File: config.mk
export PLATFORM = sky130hd
export DESIGN_NAME = qsfp_hpd_sequencer
export DESIGN_NICKNAME = d
export VERILOG_FILES = /design/src/rtl/qsfp_hpd_sequencer.sv
export SDC_FILE = /design/constraint.sdc
export NUM_CORES = 1
export LEC_CHECK = 0
export BUFFER_PORTS_ARGS = -buffer_cell sky130_fd_sc_hd__buf_2
export CAP_MARGIN = 20
export CELL_PAD_IN_SITES_DETAIL_PLACEMENT = 0
export CELL_PAD_IN_SITES_GLOBAL_PLACEMENT = 1
export CORE_MARGIN = 2
export CORE_UTILIZATION = 43
export CTS_BUF_LIST = sky130_fd_sc_hd__clkbuf_4
export DETAILED_ROUTE_END_ITERATION = 16
export PLACE_DENSITY = 0.79
export SLEW_MARGIN = 5
export SYNTH_ARGS = -nofsm -noshare
export SYNTH_HDL_FRONTEND = slang
export SYNTH_SLANG_ARGS = --single-unit
File: constraint.sdc
create_clock -name system_clock -period 2.4 [get_ports system_clock]
set_input_delay 0.36 -clock system_clock [delete_from_list [all_inputs] [get_ports system_clock]]
set_output_delay 0.36 -clock system_clock [all_outputs]
set_load 0.05 [all_outputs]
File: src/rtl/qsfp_hpd_sequencer.sv
// qsfp_hpd_sequencer
//   Turns the raw QSFP ModPrsL pin into a qualified hot-plug-detect and owns
//   the QSFP ResetL pin. Sequence: debounce insertion, pulse ResetL low,
//   wait out module init time, then assert hpd.
//
// Ports:
//   system_clock    in   system clock (all logic in this domain)
//   system_reset_n  in   synchronous, active-low reset
//   modprsl         in   raw QSFP ModPrsL, asynchronous, low = module present
//   rearm           in   single-cycle pulse requesting a fresh reset/init
//   qsfp_resetl     out  QSFP ResetL, low = module held in reset
//   hpd             out  qualified hot-plug detect
//   state           out  FSM state: 0 ABSENT, 1 DEBOUNCE, 2 RESET, 3 INIT, 4 READY
//
// Optional build macro:
//   QSFP_HPD_REMOVAL_DEBOUNCE_EN  when defined, removal in READY must persist
//                                 for DEBOUNCE_CYCLES before hpd drops.
module qsfp_hpd_sequencer #(
  parameter int CLOCK_FREQUENCY = 200_000_000,
  parameter int DEBOUNCE_US     = 10000,
  parameter int RESET_PULSE_US  = 10,
  parameter int INIT_US         = 2000000
) (
  input  logic       system_clock,
  input  logic       system_reset_n,
  input  logic       modprsl,
  input  logic       rearm,
  output logic       qsfp_resetl,
  output logic       hpd,
  output logic [2:0] state
);

  localparam int CYC_PER_US = CLOCK_FREQUENCY / 1_000_000;

  localparam int DEBOUNCE_RAW = CYC_PER_US * DEBOUNCE_US;
  localparam int RESET_RAW    = CYC_PER_US * RESET_PULSE_US;
  localparam int INIT_RAW     = CYC_PER_US * INIT_US;

  // A zero-length phase would make the terminal compare unreachable.
  localparam int DEBOUNCE_CYCLES = (DEBOUNCE_RAW < 1) ? 1 : DEBOUNCE_RAW;
  localparam int RESET_CYCLES    = (RESET_RAW < 1) ? 1 : RESET_RAW;
  localparam int INIT_CYCLES     = (INIT_RAW < 1) ? 1 : INIT_RAW;

  localparam int MAX_DR     = (DEBOUNCE_CYCLES > RESET_CYCLES) ? DEBOUNCE_CYCLES : RESET_CYCLES;
  localparam int MAX_CYCLES = (MAX_DR > INIT_CYCLES) ? MAX_DR : INIT_CYCLES;
  localparam int CNT_W      = $clog2(MAX_CYCLES + 1);

  localparam logic [CNT_W-1:0] DEBOUNCE_LAST = CNT_W'(DEBOUNCE_CYCLES - 1);
  localparam logic [CNT_W-1:0] RESET_LAST    = CNT_W'(RESET_CYCLES - 1);
  localparam logic [CNT_W-1:0] INIT_LAST     = CNT_W'(INIT_CYCLES - 1);
  localparam logic [CNT_W-1:0] CNT_ONE       = CNT_W'(1);

  typedef enum logic [2:0] {
    ST_ABSENT   = 3'd0,
    ST_DEBOUNCE = 3'd1,
    ST_RESET    = 3'd2,
    ST_INIT     = 3'd3,
    ST_READY    = 3'd4
  } state_t;

  state_t           state_q, state_d;
  logic [CNT_W-1:0] cnt_q, cnt_d;

  logic modprsl_p0, modprsl_p1;
  logic present;

  // Stage p0/p1: two-flop synchronizer for the asynchronous ModPrsL pin.
  // Reset to 1 so the module reads as absent until proven otherwise.
  always_ff @(posedge system_clock) begin
    if (!system_reset_n) begin
      modprsl_p0 <= 1'b1;
      modprsl_p1 <= 1'b1;
    end else begin
      modprsl_p0 <= modprsl;
      modprsl_p1 <= modprsl_p0;
    end
  end

  assign present = ~modprsl_p1;

  // State and shared phase counter.
  always_ff @(posedge system_clock) begin
    if (!system_reset_n) begin
      state_q <= ST_ABSENT;
      cnt_q   <= '0;
    end else begin
      state_q <= state_d;
      cnt_q   <= cnt_d;
    end
  end

  // Next-state logic. The counter is cleared on every state change so each
  // phase starts counting from zero and the counter can never wrap.
  always_comb begin
    state_d = state_q;
    cnt_d   = cnt_q;
    case (state_q)
      ST_ABSENT: begin
        if (present) begin
          state_d = ST_DEBOUNCE;
          cnt_d   = '0;
        end
      end
      ST_DEBOUNCE: begin
        if (!present) begin
          state_d = ST_ABSENT;
          cnt_d   = '0;
        end else if (cnt_q == DEBOUNCE_LAST) begin
          state_d = ST_RESET;
          cnt_d   = '0;
        end else begin
          cnt_d = cnt_q + CNT_ONE;
        end
      end
      ST_RESET: begin
        if (!present) begin
          state_d = ST_ABSENT;
          cnt_d   = '0;
        end else if (cnt_q == RESET_LAST) begin
          state_d = ST_INIT;
          cnt_d   = '0;
        end else begin
          cnt_d = cnt_q + CNT_ONE;
        end
      end
      ST_INIT: begin
        if (!present) begin
          state_d = ST_ABSENT;
          cnt_d   = '0;
        end else if (rearm) begin
          state_d = ST_RESET;
          cnt_d   = '0;
        end else if (cnt_q == INIT_LAST) begin
          state_d = ST_READY;
          cnt_d   = '0;
        end else begin
          cnt_d = cnt_q + CNT_ONE;
        end
      end
      ST_READY: begin
`ifdef QSFP_HPD_REMOVAL_DEBOUNCE_EN
        // Counter tracks consecutive absent cycles; a pending removal takes
        // priority over rearm, matching the immediate-removal behaviour.
        if (!present) begin
          if (cnt_q == DEBOUNCE_LAST) begin
            state_d = ST_ABSENT;
            cnt_d   = '0;
          end else begin
            cnt_d = cnt_q + CNT_ONE;
          end
        end else if (rearm) begin
          state_d = ST_RESET;
          cnt_d   = '0;
        end else begin
          cnt_d = '0;
        end
`else
        if (!present) begin
          state_d = ST_ABSENT;
          cnt_d   = '0;
        end else if (rearm) begin
          state_d = ST_RESET;
          cnt_d   = '0;
        end
`endif
      end
      default: begin
        state_d = ST_ABSENT;
        cnt_d   = '0;
      end
    endcase
  end

  // Moore decode of the registered state.
  assign qsfp_resetl = (state_q == ST_INIT) || (state_q == ST_READY);
  assign hpd         = (state_q == ST_READY);
  assign state       = state_q;

endmodule

Word level (Yosys, flattened, before mapping)
Cells that the tools add are included.
- flip-flop bits (word level): 34
- bits of input ports: 4
- reductions and logical operators: 4
- add/sub/neg operators: 1
- muxes and demuxes: 22
- eq/ne operators: 12
- operators with widths (cell ; count):
    two-way mux 29 bit ; 10
    one-hot mux 29 bit (5 select lines) ; 1
    two-way mux 3 bit ; 10
    adder 29 x 1 -> 29 bit, second input constant ; 1
    equality test 29 x 11 -> 1 bit, second input constant ; 1
    equality test 29 x 21 -> 1 bit, second input constant ; 1
    equality test 29 bit, second input constant ; 1
    one-hot mux 3 bit (5 select lines) ; 1
    equality test 3 x 2 -> 1 bit, second input constant ; 2
    inequality test 3 bit, second input constant ; 2
    AND reduction 5 bit ; 1
    inequality test 4 bit, second input constant ; 1
    equality test 3 x 1 -> 1 bit, second input constant ; 1
    equality test 3 bit, second input constant ; 1
    zero test 3 bit ; 1
    inequality test 3 x 2 -> 1 bit, second input constant ; 1
    inequality test 2 bit, second input constant ; 1
    AND reduction 2 bit ; 1
    logical OR 1 bit ; 1

Logic depth before layout (Yosys ltp)
- depth after elaboration: 5
- depth in mapped cells: 9
- mapped depth without buffers: 7

Worst setup path before layout
No wires, ideal clock.
- kind: register to register
- start point: register state_q[2], in the netlist state[2]
- end point: register cnt_q[21]
- buffers on the path: 1
- data arrival time: 2.274 ns
- path slack: 0.063 ns
- period minus slack after synthesis: 2.337 ns
- library setup time: 0.063 ns
- cell stages (with the launch flop): 7
- cell sequence: dfxtp_1 clkbuf_1 nor4b_1 o21ai_4 a31o_2 or4_1 nand3_1
- longest elaborated chain between the ends: 3
- elaborated cells between the ends (all ways): 9
- classes of those cells: eq/ne (6); mux (1); reduce/logical (2)
- RTL lines (item ; line ; source):
    start, declared ; 61 ; state_t state_q, state_d;
    start signal, assigned ; 87 ; state_q <= state_d;
    equality test 3 bit or zero test 3 bit (tied branches) ; 97 ; case (state_q)
    inequality test 3 x 2 -> 1 bit (no line) or inequality test 2 bit (tied branches) ; -- ;
    AND reduction 2 bit (no line) ; -- ;
    end signal, assigned ; 88 ; cnt_q <= cnt_d;
    end, declared ; 62 ; logic [CNT_W-1:0] cnt_q, cnt_d;
Several ways; a longest one is shown, not always the timed one.
A chain may end at the register's enable or synchronous reset.

Worst setup path after layout
- start point: register cnt_q[12]
- end point: register cnt_q[11]
- longest elaborated chain between the ends: 5
- elaborated cells between the ends (all ways): 11
- classes of those cells: eq/ne (3); mux (8)
- RTL lines (item ; line ; source):
    equality test 29 bit ; 133 ; end else if (cnt_q == INIT_LAST) begin
    two-way mux 29 bit ; 133 ;
    two-way mux 29 bit ; 130 ; end else if (rearm) begin
    two-way mux 29 bit ; 127 ; if (!present) begin
    one-hot mux 29 bit (5 select lines) * ; 97 ;
Every way passes the cells marked *; elsewhere a longest branch is shown, timed or not.

==> qor.json <==
{
  "drive_gt1_share": {"value": 23.9, "unit": "%"},
  "timing.max_cap.violations": {"value": 0},
  "post_synth.cell_area_avg": {"value": 8.16, "unit": "µm²"},
  "insertedDiodeCount": {"value": 0},
  "root_buffer": {"value": "clkbuf_4"},
  "max_stage_delay": {"value": 0.57, "unit": "ns"},
  "netlist_instances": {"value": 239},
  "worst_slew_pin_slew": {"value": 0.480, "unit": "ns"},
  "chipWidth": {"value": 71.4, "unit": "µm"},
  "synth_edf_count": {"value": 0},
  "gr-total-overflow": {"value": 0},
  "p_leak": {"value": 0.798, "unit": "nW"},
  "worst_ir_drop_vdd": {"value": 0.189, "unit": "mV"},
  "slew_headroom": {"value": 67.7, "unit": "%"},
  "cp.required": {"value": 2.64, "unit": "ns"},
  "combPwrFrac": {"value": 6.1, "unit": "%"},
  "p_sw_share": {"value": 25.5, "unit": "%"},
  "grt.total_usage": {"value": 22.4, "unit": "%"},
  "drt_pre_antenna_iters": {"value": 5},
  "global_placement_routability_congestion": {"value": 0.902},
  "first_global_vias": {"value": 1847},
  "residual_drc": {"value": 0},
  "clock_path_buffers": {"value": 2},
  "yosysMostFrequentCell": {"value": "dfxtp_1"},
  "hold_violations": {"value": 0},
  "post_synth_most_frequent_cells": {"value": "dfxtp_1 (34), nand2_1 (23), nand3_1 (16), nor2_1 (16), nor2_2 (10)"},
  "worstPathCellList": {"value": "or4_4, or4_4, o21ai_4, nand3_4, o21ai_4, buf_12, nor2_2"},
  "cp_max_fo": {"value": 10},
  "fin_nets": {"value": 280},
  "hpwl": {"value": 3760, "unit": "µm"},
  "crit_arrival": {"value": 2.59, "unit": "ns"},
  "cts_tree": {"value": "yes"},
  "finalWirelength": {"value": 5110, "unit": "µm"},
  "post-place-ws": {"value": 0.0622, "unit": "ns"},
  "finalSetupViolations": {"value": 0},
  "ctsHtreeMaxLevel": {"value": 2},
  "chipHeight": {"value": 71.4, "unit": "µm"},
  "routed_wire_length_per_instance": {"value": 15.6, "unit": "µm"},
  "internal_power": {"value": 0.000708, "unit": "W"},
  "syn_to_final_growth": {"value": 19.3, "unit": "%"},
  "critical_path.endpoint_type": {"value": "flop"},
  "io_buffer_count": {"value": 8},
  "grt_pass1_wl": {"value": 9010, "unit": "µm"},
  "syn-num-nets": {"value": 244},
  "utilization": {"value": 53.4, "unit": "%"},
  "synth_cell_types": {"value": 48},
  "maximum_number_of_pins_on_one_net_before_global_route_repair": {"value": 13},
  "power.density": {"value": 408, "unit": "mW/mm²"},
  "dieArea": {"value": 0.00509, "unit": "mm²"},
  "crit_slowest_cell": {"value": "or4_4"},
  "ys_seq_area_share": {"value": 34.9, "unit": "%"},
  "setup-tns-final": {"value": 0, "unit": "ns"},
  "pwr-share-seq": {"value": 59.9, "unit": "%"},
  "clkTransAtPathRegs": {"value": 0.12, "unit": "ns"},
  "power.switching": {"value": 0.000243, "unit": "W"},
  "avgViaCountPerCell": {"value": 5.51},
  "unrepaired_setup_endpoints_after_global_routing": {"value": "true"},
  "fmax": {"value": 426, "unit": "MHz"},
  "detailed_place.area": {"value": 0.00224, "unit": "mm²"},
  "numClockSinks": {"value": 34},
  "floorplan.rows": {"value": 24},
  "final_min_period": {"value": 2.35, "unit": "ns"},
  "clock_insertion_delay_worst_skew": {"value": 0.35, "unit": "ns"},
  "post-route-period-util": {"value": 97.9, "unit": "%"},
  "cts-buffers-inserted": {"value": 5},
  "clock_power_share": {"value": 34.0, "unit": "%"},
  "asyncSetResetFlopFracSynth": {"value": 0, "unit": "%"},
  "yosys_most_used_dff": {"value": "dfxtp_1"},
  "yosysTopAreaCell": {"value": "dfxtp_1"},
  "holdCritPathClass": {"value": "input port to flop"},
  "ant_nets": {"value": 0},
  "yosys-top-cells-area": {"value": "dfxtp_1 (35%), nand2_1 (4.4%), nand3_1 (4.1%)"},
  "initial_core_util": {"value": 44.8, "unit": "%"},
  "antenna_found_initial": {"value": 0},
  "clock-skew-final": {"value": 0.0175, "unit": "ns"},
  "synthesis.area": {"value": 0.00195, "unit": "mm²"},
  "drt_first_iter_violations": {"value": 130},
  "core_area": {"value": 0.00435, "unit": "mm²"},
  "post-route-cell-area": {"value": 0.00233, "unit": "mm²"},
  "yosysTopAreaCellShare": {"value": 34.9, "unit": "%"},
  "status": {"value": "finished, final reports clean"},
  "yosys_warnings": {"value": 0},
  "finalWorstSetupSlack": {"value": 0.0516, "unit": "ns"},
  "start_kind": {"value": "flop"},
  "final_max_slew_viols": {"value": 0},
  "flops_latches_synth": {"value": 34},
  "routed-via-count": {"value": 1808},
  "crit_path_class": {"value": "flop to flop"},
  "io_pins": {"value": 9}
}
repair_timing:
item | 4_1_cts | 5_1_grt
hold buffers | 0 | 0
gates resized for setup | 0 | 5
setup endpoints to repair | 0 | 17
setup buffers | 0 | 1
state kept, by name, summed over array words and instances (netlist names):
| name | flops |
|---|---|
| cnt_q | 29 |
| state | 3 |
| modprsl_p0 | 1 |
| modprsl_p1 | 1 |
worst paths after layout:
| kind | from | end | slack [ns] | depth (start not counted) |
|---|---|---|---|---|
| setup / recovery | cnt_q[12] | cnt_q[11] | 0.05 | 7 |
| hold / removal | modprsl | modprsl_p0 | 0.20 | 2 |
| setup reg to reg | cnt_q[12] | cnt_q[11] | 0.05 | 7 |
| hold reg to reg | modprsl_p0 | modprsl_p1 | 0.44 | 1 |
kinds of logic after synthesis:
group	count (synthesis)	synth area share, %
adders and majority gates	1	0.641
AOI/OAI and AO/OA	45	16.5
buffers and inverters	16	3.46
and+or+nand+nor	128	37.7
DFF	34	34.9
xor gates and xnor gates	15	6.74
metal layers:
layer  up-vias  track usage (%)  part of all wire, %
met2        45             35.7                   45
met1       814             30.3                   49
li1        945                -                    -
met4         0             8.18                  1.0
met5         -                0                    0
met3         4             4.22                  4.8
cell type report:
cell class	count	area, µm²
fillers	426	2030
multi-input cells	189	1230
flip-flops and latches	34	682
repair buffers	36	263
well taps	52	65.1
clock buffers	6	45.0
inverters	9	33.8
clock inverters	2	8.76
metrics by stage:
stage                     power, W  hold slack [ns]  std cells
after global placement    0.000639            0.406        319
after detailed placement  0.000640            0.414        319
after floorplan           0.000614            0.386        239
after CTS                 0.000959            0.207        327
after global routing      0.000990            0.210        328
final                     0.000950            0.203        328
worst max-delay path: cells and delay by family, from the launching register on:
family | cells | cell delay [ns]
AND/OR/NAND/NOR | 4 | 1.27
AO/OA/AOI/OAI | 2 | 0.46
flip-flops | 1 | 0.35
buffers and inverters | 1 | 0.17
cell usage in the layout, fill, tap and decap left out, types with 2 or more instances in the layout:
cell      instances
clkbuf_4          6
xnor2_1           6
nor3_1            6
nand2b_1          2
a21oi_1           9
o21ai_1           9
nor2_2           10
nand3_1          16
or3_1             7
o21ai_4           3
nand2_1          23
o21ai_0           6
dfxtp_1          33
o31a_1            3
or4_1             6
a31oi_1           3
nor2_1           16
or4_4             3
nor4_1            6
o21a_1            2
inv_1             8
and3_1            4
and4_1            2
buf_2             8
o21bai_1          2
and2_1            4
clkinv_1          2
xor2_1            9
nor2b_1           3
nand4_1           9
nor4b_1           2
buf_4            27
power groups by stage:
stage                     combinational [W]  sequential, W  clock, W
final                             0.0000583       0.000569  0.000323
after global routing              0.0000632       0.000569  0.000357
after floorplan                   0.0000311       0.000583         0
after detailed placement          0.0000582       0.000582         0
after CTS                         0.0000579       0.000569  0.000332
after global placement            0.0000574       0.000581         0
No activity file was read; power rests on OpenSTA's default activity.
